==> src/rtl/cram_pkg.sv <==
// Shared types for the async CRAM controller: FSM states, request word and the registered pin bundle.
// Purely declarative: no latency, no backpressure.
package cram_pkg;
    localparam int CRAM_ADDR_W = 23;
    localparam int CRAM_DATA_W = 16;
    localparam int CRAM_A_W    = 6;

    typedef enum logic [2:0] {IDLE, ADDR, RD_DATA, WR_DATA, RECOVER} cram_state_e;

    typedef struct packed {
        logic                   write;
        logic [CRAM_ADDR_W-1:0] addr;
        logic [CRAM_DATA_W-1:0] wdata;
        logic [1:0]             be;
    } cram_req_t;

    typedef struct packed {
        logic [CRAM_A_W-1:0]    a;
        logic                   adv_n;
        logic                   ce0_n;
        logic                   ce1_n;
        logic                   oe_n;
        logic                   we_n;
        logic                   ub_n;
        logic                   lb_n;
        logic [CRAM_DATA_W-1:0] data_out;
    } cram_pins_t;

    localparam cram_pins_t PINS_RESET = '{a: '0, adv_n: 1'b1, ce0_n: 1'b1, ce1_n: 1'b1,
                                          oe_n: 1'b1, we_n: 1'b1, ub_n: 1'b1, lb_n: 1'b1,
                                          data_out: '0};

    function automatic int max2(input int x, input int y);
        return (x > y) ? x : y;
    endfunction
endpackage

==> src/rtl/cram_if.sv <==
// Pin-level bundle between the controller and cram_connect; data_out is driven onto dq while oe_n is high.
// Wires only: no latency, no backpressure.
interface cram_if;
    logic [cram_pkg::CRAM_A_W-1:0]    a;
    logic                             clk;
    logic                             adv_n;
    logic                             cre;
    logic                             ce0_n;
    logic                             ce1_n;
    logic                             oe_n;
    logic                             we_n;
    logic                             ub_n;
    logic                             lb_n;
    logic [cram_pkg::CRAM_DATA_W-1:0] data_out;
    logic [cram_pkg::CRAM_DATA_W-1:0] data_in;

    modport ctrl (output a, clk, adv_n, cre, ce0_n, ce1_n, oe_n, we_n, ub_n, lb_n, data_out,
                  input  data_in);
    modport phy  (input  a, clk, adv_n, cre, ce0_n, ce1_n, oe_n, we_n, ub_n, lb_n, data_out,
                  output data_in);
endinterface

==> src/rtl/cram_phase_timer.sv <==
// Loadable down-counter shared by every timed phase; done is high while the count sits at zero.
// Load takes effect on the next edge; no backpressure.
module cram_phase_timer #(
    parameter int W = 3
) (
    input  logic         clk,
    input  logic         rst,
    input  logic         load,
    input  logic [W-1:0] load_val,
    output logic         done
);
    logic [W-1:0] cnt;

    always_ff @(posedge clk or posedge rst) begin
        if (rst)               cnt <= '0;
        else if (load)         cnt <= load_val;
        else if (cnt != '0)    cnt <= cnt - 1'b1;
    end

    assign done = (cnt == '0);
endmodule

==> src/rtl/cram_async_ctrl.sv <==
// Single-outstanding async muxed-PSRAM controller; response ADDR+RD/WR+1 cycles after accept, req_ready only in IDLE.
// Optional CRAM_PERF_EN adds read/write/busy-cycle counters.
module cram_async_ctrl
    import cram_pkg::*;
#(
    parameter int ADDR_CYCLES     = 2,
    parameter int RD_CYCLES       = 6,
    parameter int WR_CYCLES       = 6,
    parameter int RECOVERY_CYCLES = 2
) (
    input  logic                   clk,
    input  logic                   reset,
    input  logic                   req_valid,
    output logic                   req_ready,
    input  logic                   req_write,
    input  logic [CRAM_ADDR_W-1:0] req_addr,
    input  logic [CRAM_DATA_W-1:0] req_wdata,
    input  logic [1:0]             req_be,
    output logic                   rsp_valid,
    output logic                   rsp_write,
    output logic [CRAM_DATA_W-1:0] rsp_rdata,
`ifdef CRAM_PERF_EN
    output logic [31:0]            perf_reads,
    output logic [31:0]            perf_writes,
    output logic [31:0]            perf_busy_cycles,
`endif
    cram_if.ctrl                   cram
);
    localparam int MAX_CYC = max2(max2(ADDR_CYCLES, RD_CYCLES), max2(WR_CYCLES, RECOVERY_CYCLES));
    localparam int CNT_W   = $clog2(MAX_CYC + 1);

    cram_state_e state_q, state_n;
    cram_req_t   req_q, req_in, req_cur;
    cram_pins_t  pins_q, pins_d;
    logic        accept, phase_done, rsp_pulse;
    logic [CNT_W-1:0] load_val;

    function automatic logic [CNT_W-1:0] phase_len(input cram_state_e s);
        case (s)
            ADDR:    return CNT_W'(ADDR_CYCLES - 1);
            RD_DATA: return CNT_W'(RD_CYCLES - 1);
            WR_DATA: return CNT_W'(WR_CYCLES - 1);
            RECOVER: return CNT_W'(RECOVERY_CYCLES - 1);
            default: return '0;
        endcase
    endfunction

    assign req_ready = (state_q == IDLE);
    assign accept    = req_valid && req_ready;
    assign req_in    = '{write: req_write, addr: req_addr, wdata: req_wdata, be: req_be};
    // Pins for ADDR are registered on the accept edge, so they must come from the live inputs then.
    assign req_cur   = accept ? req_in : req_q;
    assign rsp_pulse = (state_n == RECOVER) && (state_q != RECOVER);
    assign load_val  = phase_len(state_n);

    cram_phase_timer #(.W(CNT_W)) u_timer (
        .clk      (clk),
        .rst      (reset),
        .load     (state_n != state_q),
        .load_val (load_val),
        .done     (phase_done)
    );

    always_comb begin
        state_n = state_q;
        case (state_q)
            IDLE:             if (req_valid) state_n = ADDR;
            ADDR:             if (phase_done) state_n = req_q.write ? WR_DATA : RD_DATA;
            RD_DATA, WR_DATA: if (phase_done) state_n = RECOVER;
            RECOVER:          if (phase_done) state_n = IDLE;
            default:          state_n = IDLE;
        endcase
    end

    always_comb begin
        pins_d          = PINS_RESET;
        pins_d.a        = pins_q.a;
        pins_d.data_out = pins_q.data_out;
        if (state_n == ADDR || state_n == RD_DATA || state_n == WR_DATA) begin
            pins_d.ce0_n = req_cur.addr[CRAM_ADDR_W-1];
            pins_d.ce1_n = !req_cur.addr[CRAM_ADDR_W-1];
            pins_d.ub_n  = !req_cur.be[1];
            pins_d.lb_n  = !req_cur.be[0];
        end
        case (state_n)
            IDLE: begin
                pins_d.a        = '0;
                pins_d.data_out = '0;
            end
            ADDR: begin
                pins_d.adv_n    = 1'b0;
                pins_d.a        = req_cur.addr[21:16];
                pins_d.data_out = req_cur.addr[15:0];
            end
            RD_DATA: pins_d.oe_n = 1'b0;
            WR_DATA: begin
                pins_d.we_n     = 1'b0;
                pins_d.data_out = req_cur.wdata;
            end
            default: ;
        endcase
    end

    always_ff @(posedge clk or posedge reset) begin
        if (reset) begin
            state_q   <= IDLE;
            req_q     <= '0;
            pins_q    <= PINS_RESET;
            rsp_valid <= 1'b0;
            rsp_write <= 1'b0;
            rsp_rdata <= '0;
        end else begin
            state_q   <= state_n;
            pins_q    <= pins_d;
            rsp_valid <= rsp_pulse;
            if (accept) req_q <= req_in;
            if (rsp_pulse) rsp_write <= req_q.write;
            if (rsp_pulse && !req_q.write) rsp_rdata <= cram.data_in;
        end
    end

`ifdef CRAM_PERF_EN
    always_ff @(posedge clk or posedge reset) begin
        if (reset) begin
            perf_reads       <= '0;
            perf_writes      <= '0;
            perf_busy_cycles <= '0;
        end else begin
            if (rsp_valid && !rsp_write) perf_reads  <= perf_reads + 32'd1;
            if (rsp_valid && rsp_write)  perf_writes <= perf_writes + 32'd1;
            if (state_q != IDLE)         perf_busy_cycles <= perf_busy_cycles + 32'd1;
        end
    end
`endif

    assign cram.a        = pins_q.a;
    assign cram.clk      = 1'b0;
    assign cram.adv_n    = pins_q.adv_n;
    assign cram.cre      = 1'b0;
    assign cram.ce0_n    = pins_q.ce0_n;
    assign cram.ce1_n    = pins_q.ce1_n;
    assign cram.oe_n     = pins_q.oe_n;
    assign cram.we_n     = pins_q.we_n;
    assign cram.ub_n     = pins_q.ub_n;
    assign cram.lb_n     = pins_q.lb_n;
    assign cram.data_out = pins_q.data_out;
endmodule

==> src/flat_wrapper.sv <==
// flat-port wrapper written by rule: the top's interface ports become plain ports
module cram_async_ctrl_flat import cram_pkg::*;
#(
    parameter int ADDR_CYCLES     = 2,
    parameter int RD_CYCLES       = 6,
    parameter int WR_CYCLES       = 6,
    parameter int RECOVERY_CYCLES = 2
)
  (clk, reset, req_valid, req_ready, req_write, req_addr, req_wdata, req_be, rsp_valid, rsp_write, rsp_rdata, cram_a, cram_clk, cram_adv_n, cram_cre, cram_ce0_n, cram_ce1_n, cram_oe_n, cram_we_n, cram_ub_n, cram_lb_n, cram_data_out, cram_data_in);
  cram_if cram_i ();
  input  logic clk;
  input  logic reset;
  input  logic req_valid;
  output logic req_ready;
  input  logic req_write;
  input  logic [CRAM_ADDR_W-1:0] req_addr;
  input  logic [CRAM_DATA_W-1:0] req_wdata;
  input  logic [1:0] req_be;
  output logic rsp_valid;
  output logic rsp_write;
  output logic [CRAM_DATA_W-1:0] rsp_rdata;
  output wire logic [$bits(cram_i.a)-1:0] cram_a;
  output wire logic [$bits(cram_i.clk)-1:0] cram_clk;
  output wire logic [$bits(cram_i.adv_n)-1:0] cram_adv_n;
  output wire logic [$bits(cram_i.cre)-1:0] cram_cre;
  output wire logic [$bits(cram_i.ce0_n)-1:0] cram_ce0_n;
  output wire logic [$bits(cram_i.ce1_n)-1:0] cram_ce1_n;
  output wire logic [$bits(cram_i.oe_n)-1:0] cram_oe_n;
  output wire logic [$bits(cram_i.we_n)-1:0] cram_we_n;
  output wire logic [$bits(cram_i.ub_n)-1:0] cram_ub_n;
  output wire logic [$bits(cram_i.lb_n)-1:0] cram_lb_n;
  output wire logic [$bits(cram_i.data_out)-1:0] cram_data_out;
  input wire logic [$bits(cram_i.data_in)-1:0] cram_data_in;
  assign cram_a = cram_i.a;
  assign cram_clk = cram_i.clk;
  assign cram_adv_n = cram_i.adv_n;
  assign cram_cre = cram_i.cre;
  assign cram_ce0_n = cram_i.ce0_n;
  assign cram_ce1_n = cram_i.ce1_n;
  assign cram_oe_n = cram_i.oe_n;
  assign cram_we_n = cram_i.we_n;
  assign cram_ub_n = cram_i.ub_n;
  assign cram_lb_n = cram_i.lb_n;
  assign cram_data_out = cram_i.data_out;
  assign cram_i.data_in = cram_data_in;
  cram_async_ctrl #(.ADDR_CYCLES(ADDR_CYCLES), .RD_CYCLES(RD_CYCLES), .WR_CYCLES(WR_CYCLES), .RECOVERY_CYCLES(RECOVERY_CYCLES)) u_core (.clk(clk), .reset(reset), .req_valid(req_valid), .req_ready(req_ready), .req_write(req_write), .req_addr(req_addr), .req_wdata(req_wdata), .req_be(req_be), .rsp_valid(rsp_valid), .rsp_write(rsp_write), .rsp_rdata(rsp_rdata), .cram(cram_i));
endmodule
==> config.mk <==
export PLATFORM = sky130hd
export DESIGN_NAME = cram_async_ctrl_flat
export DESIGN_NICKNAME = d
export VERILOG_FILES = /design/src/rtl/cram_pkg.sv /design/src/rtl/cram_if.sv /design/src/rtl/cram_phase_timer.sv /design/src/rtl/cram_async_ctrl.sv /design/src/flat_wrapper.sv
export SDC_FILE = /design/constraint.sdc
export NUM_CORES = 1
export LEC_CHECK = 0
export CAP_MARGIN = 20
export CORE_MARGIN = 1
export CORE_UTILIZATION = 35
export CTS_CLUSTER_DIAMETER = 80
export DETAILED_ROUTE_END_ITERATION = 16
export GPL_TIMING_DRIVEN = 0
export HOLD_SLACK_MARGIN = 0.1
export PLACE_DENSITY_LB_ADDON = 0.3
export SLEW_MARGIN = 20
export SYNTH_ARGS = -nofsm -noshare
export SYNTH_HDL_FRONTEND = slang
export SYNTH_SLANG_ARGS = --single-unit
==> constraint.sdc <==
create_clock -name clk -period 3.5 [get_ports clk]
set_input_delay 0.7 -clock clk [delete_from_list [all_inputs] [get_ports clk]]
set_output_delay 0.7 -clock clk [all_outputs]
set_load 0.005 [all_outputs]
==> impl_summary.log <==
INFO  metric drc = 0
INFO  metric unrepaired_setup_endpoints_after_global_routing = false
INFO  metric avgSynthCellArea = ~13 um^2
INFO  metric final-setup-viol-count = 0
INFO  metric postCtsSetupBuffers = 0
INFO  metric fin_nets = 486
INFO  metric finalMaxSlewViolations = 0
INFO  metric cts.clk_slew.worst_paths = around 0.06 ns
INFO  metric multiInputGateArea = approximately 0.0013 mm^2
INFO  metric drive_above_1_share = between 10% and 20%
INFO  metric number_of_antenna_violations_at_the_first_check_in_global_routing = 0
INFO  metric fin_worst_skew = slightly below 0.007 ns
INFO  metric cts_tree = yes
INFO  metric fillerInstances = between 1000 and 1500
INFO  metric max-slew-margin-rel = a little under three fifths
INFO  metric sequential_cell_area = about 0.0024 mm^2
INFO  metric synth-warning-count = 0
INFO  metric root_buffer = sky130_fd_sc_hd__clkbuf_16
INFO  metric route.final.wire_length = roughly 8.6 mm
INFO  metric synth_largest_type_area_fraction = between 50% and 60%
INFO  metric skew_pair_late_insertion_delay = approximately 0.33 ns
INFO  metric critical_path_required = between 2 and 3 ns
INFO  metric synth.distinct_cells = 39
INFO  metric globalRouteTotalUtil = between 10% and 20%
INFO  metric numPortBuffers = 108
INFO  metric routedWlPerCell = 15.2 um
INFO  metric hpwlAfterDp = approximately 6.0 mm
INFO  metric drt-pass1-iter-count = 4
INFO  metric routed_via_count = between 2000 and 3000
INFO  metric post-synth-top-count-cell = sky130_fd_sc_hd__dfrtp_1
INFO  metric dieWidth = 109 um
INFO  metric timing.max_cap.violations = 0
INFO  metric critical_path.startpoint_type = register
INFO  metric irDropWorstVdd = 393 uV
INFO  metric postCtsResizedCells = 0
INFO  metric syn2layout_area_growth = 39.7%
INFO  metric syn-instance-count = a little over 300
INFO  metric grt_first_pass_wirelength = about 14 mm
INFO  metric critical_path_peak_fanout = 10
INFO  metric asyncSetResetFlopFracSynth = 100%
INFO  metric cts_hold_repair.buffers = 0
INFO  metric synth.area.top_cells = sky130_fd_sc_hd__dfrtp_1 (55%), sky130_fd_sc_hd__mux2i_1 (8.0%), sky130_fd_sc_hd__mux2_1 (6.2%), sky130_fd_sc_hd__a22o_1 (4.8%), sky130_fd_sc_hd__dfstp_2 (4.6%)
INFO  metric max_freq = 411 MHz
INFO  metric core_area = around 0.011 mm^2
INFO  metric vias_per_cell = between 4 and 5
INFO  metric ioPinCount = 111
INFO  metric synthDominantAreaCellType = sky130_fd_sc_hd__dfrtp_1
INFO  metric die_h = approximately 110 um
INFO  metric synth_enable_flop_cells = 0
INFO  metric syn-cell-area = 0.00400 mm^2
INFO  metric grt_overflow_total = 0
INFO  metric crit_arrival = 1.73 ns
INFO  metric timing.final.hold_violations = 0
INFO  metric synth-seq-area-share = a little under 60%
INFO  metric hold_path_class = register to register
INFO  metric placed_cells = roughly 550
INFO  metric critical_path_class = register to output port
INFO  metric gp_congestion = roughly 0.76
INFO  metric synth-main-ff-cell = sky130_fd_sc_hd__dfrtp_1
INFO  metric via_count_of_the_first_global_routing_pass = about 2700
INFO  metric ctsHtreeMaxLevel = 3
INFO  metric stdcell_count = about 570
INFO  metric diodes = 0
INFO  metric synth_commonest_cells = sky130_fd_sc_hd__dfrtp_1 (88), sky130_fd_sc_hd__inv_1 (38), sky130_fd_sc_hd__mux2i_1 (32)
INFO  metric p_per_area = about 940 mW/mm^2
INFO  metric numCtsBuffers = 9
INFO  metric fin_crit_sh = 69.5%
INFO  metric clock_sink_count = 95
INFO  metric maximum_number_of_pins_on_one_net_before_global_route_repair = 55
INFO  metric synth-seq-cells = 95
INFO  metric worstSetupEndpointType = output port
INFO  metric fp.dieArea = around 0.012 mm^2
INFO  metric finalCriticalPeriod = 2.43 ns
INFO  metric outcome = complete, no violations
INFO  metric p_leak = 2.51 nW
INFO  metric drt_first_iter_violations = 82
INFO  metric cts.path.max_buffers = 2
INFO  metric initial_core_util = between 30% and 40%
INFO  metric worst_pin_slew = 0.674 ns
INFO  metric ant_nets = 0
INFO  metric totalNegativeSetupSlack = 0 ns
INFO  metric placement_rows = 38
stage by stage:
step	utilization (%)	setup slack [ns]	total power [mW]	area [um^2]	hold WS [ns]
finish	50.9	1.07	5.24	5590	0.483
floorplan	-	0.335	3.37	4010	0.446
global route	50.9	0.934	5.62	5590	0.496
CTS	50.9	1.04	5.32	5590	0.482
detailed placement	48.2	0.794	4.31	5300	0.465
global placement	47.9	-1.12	4.24	5260	0.462
worst paths after layout:
kind	from	end	slack (ns)	depth (start not counted)
setup reg to reg	u_core.u_timer.cnt[0]	u_core.cram.data_out[3]	1.41	9
hold reg to reg	u_core.rsp_rdata[14]	u_core.rsp_rdata[14]	0.48	1
setup / recovery	u_core.state_q[2]	req_ready	1.07	3
hold / removal	u_core.rsp_rdata[14]	u_core.rsp_rdata[14]	0.48	1
max in group asynchronous	reset	u_core.cram.we_n	2.10	3
min in group asynchronous	reset	u_core.rsp_rdata[9]	0.75	2
area by class of cell:
| class | count | area share [%] |
|---|---|---|
| Clock buffer | 10 | 4.09 |
| Tap cell | 140 | 3.13 |
| Sequential cell | 95 | 42.7 |
| Inverter | 39 | 2.71 |
| Buffer | 18 | 2.75 |
| Multi-Input combinational cell | 151 | 23.6 |
| Clock inverter | 6 | 1.21 |
| Timing Repair Buffer | 109 | 19.8 |
flip-flops by register name (all words and copies together), names as in the netlist:
name                  cells
u_core.cram.ce1_n         1
u_core.cram.a             6
u_core.rsp_valid          1
u_core.state_q            3
u_core.cram.ce0_n         1
u_core.cram.data_out     16
u_core.rsp_rdata         16
u_core.u_timer.cnt        3
u_core.cram.oe_n          1
u_core.cram.lb_n          1
u_core.req_q             42
u_core.rsp_write          1
u_core.cram.we_n          1
u_core.cram.ub_n          1
u_core.cram.adv_n         1
worst max-delay path, cell delays in order (launching register included):
cell                              delay (ns)
sky130_fd_sc_hd__dfrtp_1                0.46
sky130_fd_sc_hd__buf_2                  0.23
sky130_fd_sc_hd__nor3_1                 0.18
sky130_fd_sc_hd__clkdlybuf4s50_1        0.54
cell usage in the layout (no fill, tap or decap), drive strengths merged, types with 10 or more instances in the layout:
| cell type | n |
|---|---|
| buf | 19 |
| nand2 | 13 |
| clkbuf | 10 |
| inv | 41 |
| mux2i | 32 |
| dfrtp | 88 |
| o22ai | 17 |
| clkdlybuf4s50 | 108 |
| mux2 | 26 |
| a22o | 22 |
routing by layer:
metal | share of wire [%] | global-route usage, %
met1 | 46 | 20.6
met3 | 5.3 | 4.18
met4 | 1.1 | 5.12
met2 | 48 | 24.8
met5 | 0 | 0
power breakdown:
group,switching (mW),internal [mW]
clock network,0.420,0.558
registers,0.207,1.65
logic,1.14,1.27
kinds of logic after synthesis:
kind of cell,share of synthesized area [%]
flip-flops,59.6
AO/OA/AOI/OAI,12.3
multiplexers,15.3
buffers and inverters,7.50
AND/OR/NAND/NOR,4.53
adder cells (fa/ha/maj),0.625
other,0.0937
No activity file was read; power rests on OpenSTA's default activity.
